### src/rtl/mac_seq_ctrl.sv
// Sequencer for C = A x B over externally stored matrices: walks i/j/k, accumulates
// signed products in a full-width accumulator and strobes each finished element out.
module mac_seq_ctrl #(
    parameter int M                        = 4,
    parameter int K                        = 4,
    parameter int N                        = 4,
    parameter int DATA_WIDTH_INIT_MATRIX   = 32,
    parameter int DATA_WIDTH_RESULT_MATRIX = 2*DATA_WIDTH_INIT_MATRIX + $clog2(K),
    parameter int ADDR_WIDTH_M             = $clog2(M),
    parameter int ADDR_WIDTH_K             = $clog2(K),
    parameter int ADDR_WIDTH_N             = $clog2(N)
) (
    input  logic                                clk,
    input  logic                                reset,
    input  logic                                start,
    input  logic                                stop,
    input  logic [DATA_WIDTH_INIT_MATRIX-1:0]   data_out_a,
    input  logic [DATA_WIDTH_INIT_MATRIX-1:0]   data_out_b,
    output logic [ADDR_WIDTH_M-1:0]             row_addr_a,
    output logic [ADDR_WIDTH_K-1:0]             col_addr_a,
    output logic [ADDR_WIDTH_K-1:0]             row_addr_b,
    output logic [ADDR_WIDTH_N-1:0]             col_addr_b,
    output logic [ADDR_WIDTH_M-1:0]             row_addr_c,
    output logic [ADDR_WIDTH_N-1:0]             col_addr_c,
    output logic                                matrix_a_re,
    output logic                                matrix_b_re,
    output logic                                matrix_c_we,
    output logic [DATA_WIDTH_RESULT_MATRIX-1:0] data_in_c,
    output logic                                busy,
    output logic                                done,
    output logic                                aborted
);

    localparam int PW = 2 * DATA_WIDTH_INIT_MATRIX;
    localparam int AW = DATA_WIDTH_RESULT_MATRIX;
    localparam logic [ADDR_WIDTH_M-1:0] I_LAST = ADDR_WIDTH_M'(M - 1);
    localparam logic [ADDR_WIDTH_K-1:0] K_LAST = ADDR_WIDTH_K'(K - 1);
    localparam logic [ADDR_WIDTH_N-1:0] J_LAST = ADDR_WIDTH_N'(N - 1);

    typedef enum logic [1:0] {
        IDLE  = 2'd0,
        MAC   = 2'd1,
        WRITE = 2'd2,
        DONE  = 2'd3
    } state_t;

    state_t                   state_r, state_nxt_s;
    logic [ADDR_WIDTH_M-1:0]  i_r, i_nxt_s;
    logic [ADDR_WIDTH_K-1:0]  k_r, k_nxt_s;
    logic [ADDR_WIDTH_N-1:0]  j_r, j_nxt_s;
    logic signed [AW-1:0]     acc_r, acc_nxt_s;
    logic signed [PW-1:0]     prod_s;
    logic                     done_nxt_s, aborted_nxt_s, busy_nxt_s;
    logic                     re_nxt_s, we_nxt_s, we_r;
    logic [ADDR_WIDTH_M-1:0]  row_a_nxt_s, row_c_nxt_s;
    logic [ADDR_WIDTH_K-1:0]  col_a_nxt_s, row_b_nxt_s;
    logic [ADDR_WIDTH_N-1:0]  col_b_nxt_s, col_c_nxt_s;
    logic [AW-1:0]            data_c_nxt_s;

    // Full-width signed product of the current A and B elements
    always_comb begin
        prod_s = PW'($signed(data_out_a)) * PW'($signed(data_out_b));
    end

    // Next-state, loop index and accumulator logic
    always_comb begin
        state_nxt_s   = state_r;
        i_nxt_s       = i_r;
        j_nxt_s       = j_r;
        k_nxt_s       = k_r;
        acc_nxt_s     = acc_r;
        done_nxt_s    = 1'b0;
        aborted_nxt_s = 1'b0;
        case (state_r)
            IDLE: begin
                if (start) begin
                    state_nxt_s = MAC;
                    i_nxt_s     = '0;
                    j_nxt_s     = '0;
                    k_nxt_s     = '0;
                    acc_nxt_s   = '0;
                end else begin
                    state_nxt_s = IDLE;
                end
            end
            MAC: begin
                if (stop) begin
                    state_nxt_s   = IDLE;
                    aborted_nxt_s = 1'b1;
                    i_nxt_s       = '0;
                    j_nxt_s       = '0;
                    k_nxt_s       = '0;
                    acc_nxt_s     = '0;
                end else begin
                    // Accumulator is wide enough for K products, so no saturation
                    acc_nxt_s = acc_r + AW'(prod_s);
                    if (k_r == K_LAST) begin
                        k_nxt_s     = '0;
                        state_nxt_s = WRITE;
                    end else begin
                        k_nxt_s = k_r + ADDR_WIDTH_K'(1);
                    end
                end
            end
            WRITE: begin
                acc_nxt_s = '0;
                if (stop) begin
                    state_nxt_s   = IDLE;
                    aborted_nxt_s = 1'b1;
                    i_nxt_s       = '0;
                    j_nxt_s       = '0;
                    k_nxt_s       = '0;
                end else if (j_r == J_LAST) begin
                    j_nxt_s = '0;
                    if (i_r == I_LAST) begin
                        i_nxt_s     = '0;
                        state_nxt_s = DONE;
                    end else begin
                        i_nxt_s     = i_r + ADDR_WIDTH_M'(1);
                        state_nxt_s = MAC;
                    end
                end else begin
                    j_nxt_s     = j_r + ADDR_WIDTH_N'(1);
                    state_nxt_s = MAC;
                end
            end
            DONE: begin
                state_nxt_s = IDLE;
                done_nxt_s  = 1'b1;
            end
            default: begin
                state_nxt_s = IDLE;
            end
        endcase
    end

    // Output values for the state being entered, so outputs come straight from flops
    always_comb begin
        row_a_nxt_s  = '0;
        col_a_nxt_s  = '0;
        row_b_nxt_s  = '0;
        col_b_nxt_s  = '0;
        row_c_nxt_s  = '0;
        col_c_nxt_s  = '0;
        re_nxt_s     = 1'b0;
        we_nxt_s     = 1'b0;
        busy_nxt_s   = 1'b0;
        data_c_nxt_s = '0;
        case (state_nxt_s)
            MAC: begin
                row_a_nxt_s = i_nxt_s;
                col_a_nxt_s = k_nxt_s;
                row_b_nxt_s = k_nxt_s;
                col_b_nxt_s = j_nxt_s;
                re_nxt_s    = 1'b1;
                busy_nxt_s  = 1'b1;
            end
            WRITE: begin
                row_c_nxt_s  = i_nxt_s;
                col_c_nxt_s  = j_nxt_s;
                we_nxt_s     = 1'b1;
                busy_nxt_s   = 1'b1;
                data_c_nxt_s = acc_nxt_s;
            end
            default: begin
                busy_nxt_s = 1'b0;
            end
        endcase
    end

    // State, index, accumulator and output registers
    always_ff @(posedge clk) begin
        if (reset) begin
            state_r     <= IDLE;
            i_r         <= '0;
            j_r         <= '0;
            k_r         <= '0;
            acc_r       <= '0;
            row_addr_a  <= '0;
            col_addr_a  <= '0;
            row_addr_b  <= '0;
            col_addr_b  <= '0;
            row_addr_c  <= '0;
            col_addr_c  <= '0;
            matrix_a_re <= 1'b0;
            matrix_b_re <= 1'b0;
            we_r        <= 1'b0;
            data_in_c   <= '0;
            busy        <= 1'b0;
            done        <= 1'b0;
            aborted     <= 1'b0;
        end else begin
            state_r     <= state_nxt_s;
            i_r         <= i_nxt_s;
            j_r         <= j_nxt_s;
            k_r         <= k_nxt_s;
            acc_r       <= acc_nxt_s;
            row_addr_a  <= row_a_nxt_s;
            col_addr_a  <= col_a_nxt_s;
            row_addr_b  <= row_b_nxt_s;
            col_addr_b  <= col_b_nxt_s;
            row_addr_c  <= row_c_nxt_s;
            col_addr_c  <= col_c_nxt_s;
            matrix_a_re <= re_nxt_s;
            matrix_b_re <= re_nxt_s;
            we_r        <= we_nxt_s;
            data_in_c   <= data_c_nxt_s;
            busy        <= busy_nxt_s;
            done        <= done_nxt_s;
            aborted     <= aborted_nxt_s;
        end
    end

    // A stop in the WRITE cycle must suppress the strobe in that same cycle
    assign matrix_c_we = we_r & ~stop;

endmodule
### config.mk
export PLATFORM = sky130hd
export DESIGN_NAME = mac_seq_ctrl
export DESIGN_NICKNAME = d
export VERILOG_FILES = /design/src/rtl/mac_seq_ctrl.sv
export SDC_FILE = /design/constraint.sdc
export NUM_CORES = 2
export LEC_CHECK = 0
export ABC_AREA = 0
export CORE_MARGIN = 4
export CORE_UTILIZATION = 59
export DETAILED_ROUTE_END_ITERATION = 7
export GPL_TIMING_DRIVEN = 0
export PLACE_DENSITY = 0.8
export SLEW_MARGIN = 20
export SYNTH_ARGS = -nofsm -noshare
export SYNTH_HDL_FRONTEND = slang
export SYNTH_SLANG_ARGS = --single-unit
### constraint.sdc
create_clock -name clk -period 9.5 [get_ports clk]
set_input_delay 1.425 -clock clk [delete_from_list [all_inputs] [get_ports clk]]
set_output_delay 1.425 -clock clk [all_outputs]
set_load 0.005 [all_outputs]
==> summary.txt <==
Clock network
  – Clock transition at path regs: 0.07 ns
  – CTS Hold Bufs: 0
  – Root Driver: clkbuf_16
  – H-tree Lvls: 4
  – CTS sink cnt: 155
  – Max clock buf depth: 2
  – CTS tree: yes
  – Clock Latency Late Sink: 0.43 ns
  – Num CTS Buffers: 17

Min path
  – Hold WC Path Type: flip-flop to flip-flop
  – Worst hold start: acc_r[11]

Synthesis
  – Area share of and/or/nand/nor cells after synthesis: 14.02%
  – Synth cell types: 69
  – Synth area leaders: fa_1 54%, inv_1 11%, and2_1 7.0%
  – Post-synthesis sequential area ratio: 6.788%
  – Synth area leader: fa_1
  – Flops & latches, synth: 155
  – Number of flops mapped to enable cells by yosys: 0
  – Mapped Cells: 4833
  – Synth top area share: 54.00%
  – Post-synthesis mux area share: 0%
  – Post-Synth Adder-Cell Area: 60.32%
  – Ys async rst share: 0%
  – Yosys warns: 0
  – Compound-gate portion of the synthesized area: 4.620%
  – Post-Syn Area per Cell: 9.459 um^2
  – Area of the mapped netlist: 45710 um^2
  – Main combinational cell family by area after synthesis: adder cells
  – Syn Nets: 6365
  – Synth Flop Type: dfxtp_1
  – Xor and xnor area share after synthesis: 1.399%

Critical path
  – Slowest stage delay, CP: 0.58 ns
  – CP max FO: 10
  – Crit-path slowest cell: fa_1
  – Worst EP required: 9.88 ns
  – CP dominant cell by count: fa_1
  – Critical path capture point type: flip-flop
  – Startpoint class of the critical path: input port
  – Arr. time, crit path: 9.76 ns
  – R2r startpoint: acc_r[45]
  – Setup CP Type: input port to flip-flop
  – CP Launch Point: data_out_a[16]

Final layout
  – Nets: 6557
  – Share of cells above drive strength 1: 6.372%
  – Area growth from synthesis to layout: 9.996%
  – Commonest non-fill, non-tap cell in the layout: inv_1
  – Commonest cells after routing, fill and taps aside: 1276 x inv_1, 1226 x fa_1, 591 x nand2_1

GRT
  – Largest net degree at the start of global routing: 30
  – First-pass GRT wire length: 219100 um
  – Initial antenna violation count: 16
  – Vias in the first global route: 37570
  – Grt total ovfl: 0
  – Gr usage total: 35.98%

STA
  – Fin Clk Skew: 0.01692 ns
  – Crit path time final: 9.372 ns
  – Fmax: 106.7 MHz
  – Hold Fails Final Rpt: 0
  – Setup violators final: 0
  – Slew Limit Fails: 0
  – Final period util: 98.65%
  – Actual slew at the worst max-slew pin: 0.9083 ns
  – Setup TNS Final: 0 ns
  – Rel. slew slack: 39.45%

Place
  – IO buf count: 151
  – HPWL after DPL: 124800 um
  – Final GP Congestion: 1.037

Floorplan
  – Num ports: 152
  – Die Area: 82000 um^2
  – Initial core utilization: 59.89%
  – Core footprint: 76330 um^2
  – Row cnt: 101
  – Die Y: 286.4 um
  – Chip width: 286.4 um

Routing
  – DR pass1 iterations: 6
  – Post-route ant nets: 0
  – Routed WL: 144000 um
  – Wirelength per Cell: 23.68 um
  – Via count: 34940
  – Via density: 5.746
  – Post-route DRC: 0
  – First-iteration detailed-routing DRC count: 3225

Job
  – Max-cap violations: 0

Run status
  – Status: finished clean
## repair_timing
action,in CTS,in global routing
buffers inserted,11,11
endpoints found under the setup margin,75,39
pin swaps,7,8
resized for setup,341,235
cloned,3,1
## Yosys cell counts, drive strengths merged, types with 21 or more instances
| master | count |
|---|---|
| dfxtp | 155 |
| xor2 | 24 |
| a21o | 23 |
| a21oi | 76 |
| xnor2 | 49 |
| o21ai | 58 |
| nand2 | 593 |
| inv | 1281 |
| and2 | 509 |
| nand4 | 21 |
| ha | 231 |
| a22o | 51 |
| nor2 | 104 |
| fa | 1233 |
| clkbuf | 228 |
| a22oi | 26 |
## path summary, 6_finish.rpt
path | endpoint | slack [ns] | depth (start not counted)
worst max-delay path | data_in_c[60] | 0.13 | 25
worst min-delay path | acc_r[11] | 0.49 | 2
worst max register to register | data_in_c[60] | 1.60 | 25
worst min register to register | acc_r[11] | 0.49 | 2
## cell type report
cell class	instances	area, um^2
inverter	1282	4837
buffer	242	1804
tap	1030	1289
antenna	13	32.53
sequential	155	3103
timing repair buffer	173	1667
timing repair inverter	3	23.77
fill	6113	26050
clock inverter	15	175.2
multi-input combinational	3151	36930
clock buffer	17	425.4
## metal layers
layer / track usage, % / vias up / wire length, um
li1: - / 14240 / -
met1: 43.25 / 17850 / 47850
met2: 58.09 / 2163 / 67730
met3: 8.149 / 672 / 15110
met4: 24.82 / 12 / 13230
met5: 0 / - / 87
## cell families (layout without fill, tap and decap cells)
| group | after synthesis | after routing |
|---|---|---|
| other | 0 | 13 |
| DFF | 155 | 155 |
| adders and majority gates | 1464 | 1464 |
| buffers and inverters | 1528 | 1732 |
| and+or+nand+nor | 1303 | 1304 |
| AOI/OAI and AO/OA | 310 | 310 |
| xor gates and xnor gates | 73 | 73 |
## stage by stage
stage	instances	area (um^2)	worst slack [ns]	utilization, %	hold slack, ns
final	6081	50280	0.1279	65.88	0.4871
after global routing	6069	50250	-0.04351	65.84	0.5257
after CTS	6060	49940	-0.004760	65.43	0.4822
after detailed placement	6014	48530	-1.846	63.59	0.4725
after global placement	6014	48530	-1.861	63.58	0.4668
after floorplan	4833	45730	0.005898	-	0.4439
## sequential cells by signal, indices dropped and copies added, names as in the netlist
| register | count |
|---|---|
| col_addr_c | 2 |
| matrix_b_re | 1 |
| j_r | 2 |
| k_r | 2 |
| data_in_c | 66 |
| done | 1 |
| row_addr_b | 2 |
| we_r | 1 |
| i_r | 2 |
| busy | 1 |
| acc_r | 66 |
| row_addr_a | 2 |
| state_r | 2 |
| col_addr_b | 2 |
| row_addr_c | 2 |
| aborted | 1 |
## worst max-delay path: cells and delay by family
| kind | cells | cell delay [ns] |
|---|---|---|
| AO/OA/AOI/OAI | 5 | 0.95 |
| XOR/XNOR | 1 | 0.28 |
| adder cells (fa/ha/maj) | 9 | 4.40 |
| buffers and inverters | 5 | 1.08 |
| AND/OR/NAND/NOR | 5 | 1.59 |
Power is left out: the tool's default activity adds up to more than one toggle a clock period on the data nets, which glitch-free logic cannot reach.
